<file path="src/rtl/ifetch_pkg.sv">
// Shared types and constants for the instruction-fetch stage.
package ifetch_pkg;

  localparam int INSTR_W        = 32;
  localparam int PC_W           = 32;
  localparam int DEFAULT_ROM_AW = 10;

  typedef enum logic [1:0] {
    BOOT  = 2'd0,
    RUN   = 2'd1,
    FAULT = 2'd2
  } ifetch_state_t;

endpackage

</file>
<file path="src/rtl/ifetch.sv">
// Instruction-fetch stage: owns the PC, reads the instruction ROM and presents
// each fetched word with its PC in a valid/ready slot for decode.
// Redirects flush the slot; fetching past ROM space raises a pending fault.
// Optional build macro IFETCH_ALIGN_CHECK_EN: a redirect to a non-word-aligned
// target enters the fault state instead of fetching.
module ifetch
  import ifetch_pkg::*;
#(
  parameter logic [PC_W-1:0] RESET_PC = 32'h0000_0000,
  parameter int              ROM_AW   = DEFAULT_ROM_AW
) (
  input  logic               clk,
  input  logic               rst_n,
  output logic [ROM_AW-1:0]  rom_addr,
  output logic               rom_sel,
  input  logic [INSTR_W-1:0] rom_data,
  input  logic               redirect_valid,
  input  logic [PC_W-1:0]    redirect_pc,
  output logic               out_valid,
  input  logic               out_ready,
  output logic [INSTR_W-1:0] out_instr,
  output logic [PC_W-1:0]    out_pc,
  output logic               fault
);

  ifetch_state_t   state;
  ifetch_state_t   state_next;
  logic [PC_W-1:0] pc;
  logic [PC_W-1:0] pc_next;
  logic            valid_next;
  logic            capture;
  logic            load;
  logic            in_range;

  // ROM request: read whenever running, the slot can take a word and the PC is inside ROM space.
  always_comb begin
    load     = !out_valid | out_ready;
    in_range = ((pc >> (ROM_AW + 2)) == '0);
    rom_addr = pc[ROM_AW+1:2];
    rom_sel  = (state == RUN) && load && in_range;
    capture  = rom_sel && !redirect_valid;
    fault    = (state == FAULT);
  end

  // Next state, next PC and slot occupancy; a redirect overrides everything else.
  always_comb begin
    state_next = state;
    pc_next    = pc;
    valid_next = out_valid;
    if (redirect_valid) begin
      pc_next    = redirect_pc;
      valid_next = 1'b0;
      state_next = RUN;
`ifdef IFETCH_ALIGN_CHECK_EN
      if (redirect_pc[1:0] != 2'b00) begin
        state_next = FAULT;
      end
`endif
    end else begin
      case (state)
        BOOT: begin
          state_next = RUN;
        end
        RUN: begin
          if (load) begin
            if (in_range) begin
              valid_next = 1'b1;
              pc_next    = pc + 32'd4;
            end else begin
              valid_next = 1'b0;
              state_next = FAULT;
            end
          end
        end
        FAULT: begin
          valid_next = 1'b0;
        end
        default: begin
          state_next = BOOT;
        end
      endcase
    end
  end

  // State register.
  always_ff @(posedge clk or negedge rst_n) begin
    if (!rst_n) begin
      state <= BOOT;
    end else begin
      state <= state_next;
    end
  end

  // PC and output slot; the slot payload only changes when a ROM word is captured.
  always_ff @(posedge clk or negedge rst_n) begin
    if (!rst_n) begin
      pc        <= RESET_PC;
      out_valid <= 1'b0;
      out_instr <= '0;
      out_pc    <= '0;
    end else begin
      pc        <= pc_next;
      out_valid <= valid_next;
      if (capture) begin
        out_instr <= rom_data;
        out_pc    <= pc;
      end
    end
  end

endmodule

</file>
<file path="config.mk">
export PLATFORM = sky130hd
export DESIGN_NAME = ifetch
export DESIGN_NICKNAME = d
export VERILOG_FILES = /design/src/rtl/ifetch_pkg.sv /design/src/rtl/ifetch.sv
export SDC_FILE = /design/constraint.sdc
export NUM_CORES = 1
export LEC_CHECK = 0
export ABC_AREA = 1
export BUFFER_PORTS_ARGS = -buffer_cell sky130_fd_sc_hd__buf_2
export CAP_MARGIN = 20
export CORE_MARGIN = 2
export CORE_UTILIZATION = 35
export CTS_CLUSTER_DIAMETER = 150
export DETAILED_ROUTE_END_ITERATION = 8
export GPL_TIMING_DRIVEN = 0
export PLACE_DENSITY = 0.66
export SKIP_CTS_REPAIR_TIMING = 1
export SLEW_MARGIN = 20
export SYNTH_ARGS = -nofsm -noshare
export SYNTH_HDL_FRONTEND = slang
export SYNTH_SLANG_ARGS = --single-unit
export TNS_END_PERCENT = 1
</file>
<file path="constraint.sdc">
create_clock -name clk -period 1.75 [get_ports clk]
set_input_delay 0.175 -clock clk [delete_from_list [all_inputs] [get_ports clk]]
set_output_delay 0.175 -clock clk [all_outputs]
set_load 0.02 [all_outputs]
</file>
==> reports/metrics.cfg, run 1 <==
[setup_path]
required_ns = 1.57
critical_path.max_fanout = 7
r2r_slack_ns = 0.09
slowest_stage = dfrtp_1
cp_cell_sequence = nor2_1, nand3_2, nor2_4, nand3_4, buf_6, inv_2, buf_6
critPathBufInv = 3
crit_path_start = pc[15]$_DFFE_PN0P_
worstPathArrival_ns = 1.53
r2r_start = pc[15]$_DFFE_PN0P_
r2r_cells = 9
r2r_end = out_instr[10]$_DFFE_PN0P_
crit_family = simple AND/OR/NAND/NOR gates
path_common_cell = buf_6
end_kind = primary output
endpoint = rom_sel
crit_type = flop to primary output
max_stage_delay_ns = 0.37
start_kind = flop
path_depth = 7

[synth]
synth-edff-count = 0
syn_area_per_cell_um2 = 8.34
synthMostInstantiatedCell = nand2_1
syn_nets = 574
ys_types = 24
synth_top_cells_by_area = dfrtp_1 (59%), nand2_1 (20%), nor2_1 (5.2%)
yosysSeqAreaShare_pct = 58.8
syn_area_mm2 = 0.00421
synth_warnings = 0
synth_top_cell_area_share_pct = 58.8
synth_common_cells = nand2_1 (219), dfrtp_1 (99), nor2_1 (58)
async_reset_ff_share_pct = 100
ys_seq_elements = 99
synth_top_flop_cell = dfrtp_1
yosysTopAreaCell = dfrtp_1
synth_cells = 505

[sta]
worst_slack_ns = 0.0452
finClkSkew_ns = 0.00585
tns_ns = 0
drv_slew = 0
relSlewSlack_pct = 69.4
hold_viol = 0
worst_pin_slew_ns = 0.460
finalSetupViolations = 0
post-route-period-util_pct = 97.4
rsz0062_at_grt = yes
holdWs_ns = 0.0252
max_clock_freq_ghz = 0.587
min_period_ns = 1.70

[status]
run_status = finished clean

[placed_design]
dp_cells = 797
place_ws_ns = -0.0623
gp_congestion = 0.847
port_buffers = 144
hpwl_um = 7340

[floorplan]
fp.dieW_um = 114
dieArea_mm2 = 0.0129
die_y_um = 114
ios = 145
initial_core_util_pct = 35.5
core_mm2 = 0.0119
rows = 40

[clock_tree]
cts-root-buf = clkbuf_16
clock_sinks = 99
worstSkewPairLatency_ns = 0.34
cts_buffers = 9
cts_tree = built
path_clk_slew_ns = 0.07
cts_max_level = 3
clockBufferDepth = 2

[final_layout]
areaGrowthSynthToFinish_pct = 33.1
fin_nets = 737
drive_gt1_share_pct = 30.3
antenna_cells = 0
fillCellCount = 1181
fin_cells = 820

[hold_path]
hold_path_class = input port to flop

[power]
powerDensity_mw_per_mm2 = 936
p_sw_w = 0.00125
pwr-share-clk_pct = 43.0
p_total_w = 0.00525
pwr-share-comb_pct = 10.1
vdd_ir_drop_max_mv = 0.392
power.internal_w = 0.00400
seq_power_share_pct = 46.9
p_leak_nw = 3.27
switching_share_pct = 23.7

[grt]
grt_pass1_wl_um = 16500
antenna_found_initial = 0
grt_pass1_vias = 3517
grt.total_usage_pct = 16.0
grt_max_degree = 74
gr-total-overflow = 0

[route]
routed_via_density = 4.44
routed_wl_um = 10100
ant_nets = 0
drt_first_pass_iters = 4
drc_errors = 0
vias = 3643
drtIter0Drc = 180
wl_per_cell_um = 12.3

[run]
drv_cap = 0

==> cell usage in the layout, fill, tap and decap left out, types with 2 or more instances in the layout <==
| cell | instances |
|---|---|
| inv_1 | 31 |
| nand2_1 | 219 |
| buf_4 | 22 |
| nor2_2 | 6 |
| o21ai_0 | 7 |
| buf_2 | 146 |
| nor2_4 | 2 |
| bufinv_16 | 3 |
| clkbuf_2 | 2 |
| a21o_1 | 2 |
| nand4_1 | 3 |
| nand3_1 | 35 |
| clkbuf_1 | 11 |
| buf_6 | 3 |
| nand3_2 | 3 |
| xor2_1 | 2 |
| clkbuf_16 | 9 |
| dfrtp_1 | 99 |
| nor2_1 | 52 |
==> flip-flops by register name (all words and copies together) (netlist names) <==
name       flops
pc            32
state          2
out_valid      1
out_instr     32
out_pc        32
==> worst reg2reg max path: cells and delay by family (launching register included) <==
kind                   cells  cell delay [ns]
and+or+nand+nor            7             0.85
buffers and inverters      2             0.38
DFF                        1             0.37
==> cell families (layout without fill, tap and decap cells) <==
logic type | Yosys count | count (layout) | share of synthesized area [%]
AOI/OAI and AO/OA | 12 | 12 | 1.60
xor gates and xnor gates | 3 | 3 | 0.624
adders and majority gates | 1 | 1 | 0.297
buffers and inverters | 66 | 234 | 7.25
DFF | 99 | 99 | 58.8
and+or+nand+nor | 324 | 324 | 31.4
==> cell type report <==
cell class                 instances  area (µm²)  area share [%]
tap                              147         184            3.28
inverter                          33         124            2.21
clock buffer                      10         229            4.08
sequential                        99        2480            44.2
multi-input combinational        340        1460            26.1
clock inverter                     6         113            2.01
buffer                            33         199            3.55
timing repair buffer             152         816            14.6
==> worst min-delay path by stage <==
stage | start | cells past startpoint | end
2_1_floorplan | rst_n | 0 | out_instr[0]$_DFFE_PN0P_
4_1_cts | rst_n | 1 | out_instr[18]$_DFFE_PN0P_
6_report | rom_data[16] | 3 | out_instr[16]$_DFFE_PN0P_
3_3_place_gp | rom_data[31] | 3 | out_instr[31]$_DFFE_PN0P_
3_5_place_dp | rst_n | 1 | out_instr[18]$_DFFE_PN0P_
5_1_grt | rom_data[15] | 3 | out_instr[15]$_DFFE_PN0P_
==> routing by layer <==
metal | GRT usage, % | part of all wire (%) | up-vias
met3 | 2.92 | 4.3 | 13
met2 | 25.2 | 47 | 97
li1 | - | - | 1857
met1 | 22.1 | 47 | 1676
met4 | 6.18 | 1.7 | 0
met5 | 0 | 0 | -
==> power groups by stage <==
stage	clock network, W	logic, W	registers (W)
final	0.00226	0.000529	0.00246
after global routing	0.00241	0.000603	0.00247
after CTS	0.00232	0.000522	0.00245
after detailed placement	0	0.000521	0.00250
after global placement	0	0.000502	0.00249
after floorplan	0	0.000300	0.00248
==> through the flow <==
| stage | cell area [µm²] | utilization [%] |
|---|---|---|
| final | 5610 | 47.3 |
| after global routing | 5610 | 47.3 |
| after CTS | 5490 | 46.3 |
| after detailed placement | 5150 | 43.4 |
| after global placement | 5120 | 43.1 |
| after floorplan | 4210 | - |
(Power assumes the default switching activity.)
==> run 2: changes to the inputs <==
Settings changed: HOLD_SLACK_MARGIN set to 0.15, SETUP_SLACK_MARGIN set to 0.02.
==> run 2 against run 1 <==
Net effect:
- worst hold slack improved by 0.11 ns
- worst setup slack worse by 0.0048 ns
- clock skew about the same
- non-clock buffer count rose by 53
- highest routed layer unchanged
- via count is 5.8% higher
- cell count increased by 6.5%
- critical path depth unchanged
- die area did not move
==> reports/metrics.cfg, run 2 (synthesis gave the netlist of run 1 again) <==
[grt]
antenna_found_initial = 0
grt.total_usage_pct = 16.0
grt_pass1_wl_um = 16500
grt_max_degree = 74
gr-total-overflow = 0
grt_pass1_vias = 3517

[setup_path]
r2r_end = out_instr[10]$_DFFE_PN0P_
max_stage_delay_ns = 0.41
r2r_slack_ns = 0.08
start_kind = flop
path_common_cell = buf_6
critPathBufInv = 3
r2r_start = pc[12]$_DFFE_PN0P_
required_ns = 1.57
slowest_stage = dfrtp_1
end_kind = primary output
crit_type = flop to primary output
critical_path.max_fanout = 7
r2r_cells = 9
cp_cell_sequence = nor2_2, nand3_2, nor2_4, nand3_4, buf_6, inv_2, buf_6
worstPathArrival_ns = 1.53
crit_family = simple AND/OR/NAND/NOR gates

[route]
routed_via_density = 4.41
drc_errors = 0
routed_wl_um = 10800
drtIter0Drc = 186
vias = 3854
wl_per_cell_um = 12.4
ant_nets = 0
drt_first_pass_iters = 4

[floorplan]
dieArea_mm2 = 0.0129
ios = 145
fp.dieW_um = 114
rows = 40
die_y_um = 114
core_mm2 = 0.0119
initial_core_util_pct = 35.5

[placed_design]
dpl_cell_area_mm2 = 0.00515
port_buffers = 144
hpwl_um = 7340
gp_congestion = 0.847

[final_layout]
final_area_mm2 = 0.00614
mostFrequentLayoutCells = nand2_1 (219), buf_2 (146), dfrtp_1 (99)
antenna_cells = 0
drive_gt1_share_pct = 28.2
fillCellCount = 1127
multi_input_area_mm2 = 0.00146
layout_commonest_cell = nand2_1
top_regs = out_instr: 32 flops, out_pc: 32 flops, pc: 32 flops
seqCellArea_mm2 = 0.00248
fin_nets = 790
areaGrowthSynthToFinish_pct = 45.7
utilization_pct = 51.7

[sta]
min_period_ns = 1.71
tns_ns = 0
hold_viol = 0
max_clock_freq_ghz = 0.585
finalSetupViolations = 0
post-route-period-util_pct = 97.7
rsz0062_at_grt = yes
relSlewSlack_pct = 67.2
drv_slew = 0
worst_pin_slew_ns = 0.492
finClkSkew_ns = 0.00564

[power]
vdd_ir_drop_max_mv = 0.405
p_leak_nw = 3.49
powerDensity_mw_per_mm2 = 870

[hold_path]
min_to = pc[9]$_DFFE_PN0P_
hold_path_class = input port to flop
holdCritStartpoint = redirect_pc[9]
whs_path_depth = 5

[run]
drv_cap = 0

[clock_tree]
clock_sinks = 99
cts_buffers = 9
cts_tree = built
cts-root-buf = clkbuf_16
path_clk_slew_ns = 0.06
worstSkewPairLatency_ns = 0.34
clockBufferDepth = 2
cts_max_level = 3

[status]
run_status = finished clean

-- run 2: changes by cell type in the layout (fill, tap and decap cells not counted), sizes merged --
cell	change
dlygate4sd3	+53
-- run 2: area by class of cell --
cell class | count | share of cell area [%]
sequential | 99 | 40.4
multi-input combinational | 340 | 23.9
timing repair buffer | 205 | 21.9
clock buffer | 10 | 3.73
buffer | 33 | 3.26
tap | 147 | 3.00
inverter | 33 | 2.02
clock inverter | 6 | 1.83
-- run 2: worst max-delay path by stage --
stage | to | startpoint | slack (ns) | cells past startpoint
finish | rom_sel | pc[12]$_DFFE_PN0P_ | 0.04 | 7
global route | out_instr[18]$_DFFE_PN0P_ | pc[21]$_DFFE_PN0P_ | -0.05 | 7
CTS | rom_sel | out_valid$_DFFE_PN0P_ | -0.38 | 7
detailed placement | out_instr[15]$_DFFE_PN0P_ | out_valid$_DFFE_PN0P_ | -0.06 | 7
global placement | out_pc[30]$_DFFE_PN0P_ | rst_n | -0.50 | 1
floorplan | rom_sel | out_valid$_DFFE_PN0P_ | 0.16 | 6
-- run 2: metrics by stage --
stage	hold WS (ns)	instances	total power, W	setup WS (ns)
3_3_place_gp	0.370	796	0.00299	-0.504
2_1_floorplan	-0.121	505	0.00278	0.164
4_1_cts	-0.310	813	0.00529	-0.380
5_1_grt	0.159	873	0.00558	-0.0543
6_report	0.132	873	0.00534	0.0403
3_5_place_dp	0.0591	797	0.00302	-0.0623
-- run 2: tightest hold or removal path, delay by kind of cell --
family,cells,cell delay [ns]
buffers and inverters,1,0.08
AND/OR/NAND/NOR,4,0.17
-- run 2: where the power goes --
group / leakage, nW / switching [W] / internal, W / total [W]
clock network: 0.167 / 0.000853 / 0.00140 / 0.00226
registers: 1.21 / 0.0000881 / 0.00237 / 0.00246
logic: 2.11 / 0.000319 / 0.000303 / 0.000622
-- run 2: layer usage --
layer	share of wire, %	global-route usage (%)
met3	4.1	2.92
met4	1.2	6.18
met2	49	25.2
met1	46	22.1
met5	0	0
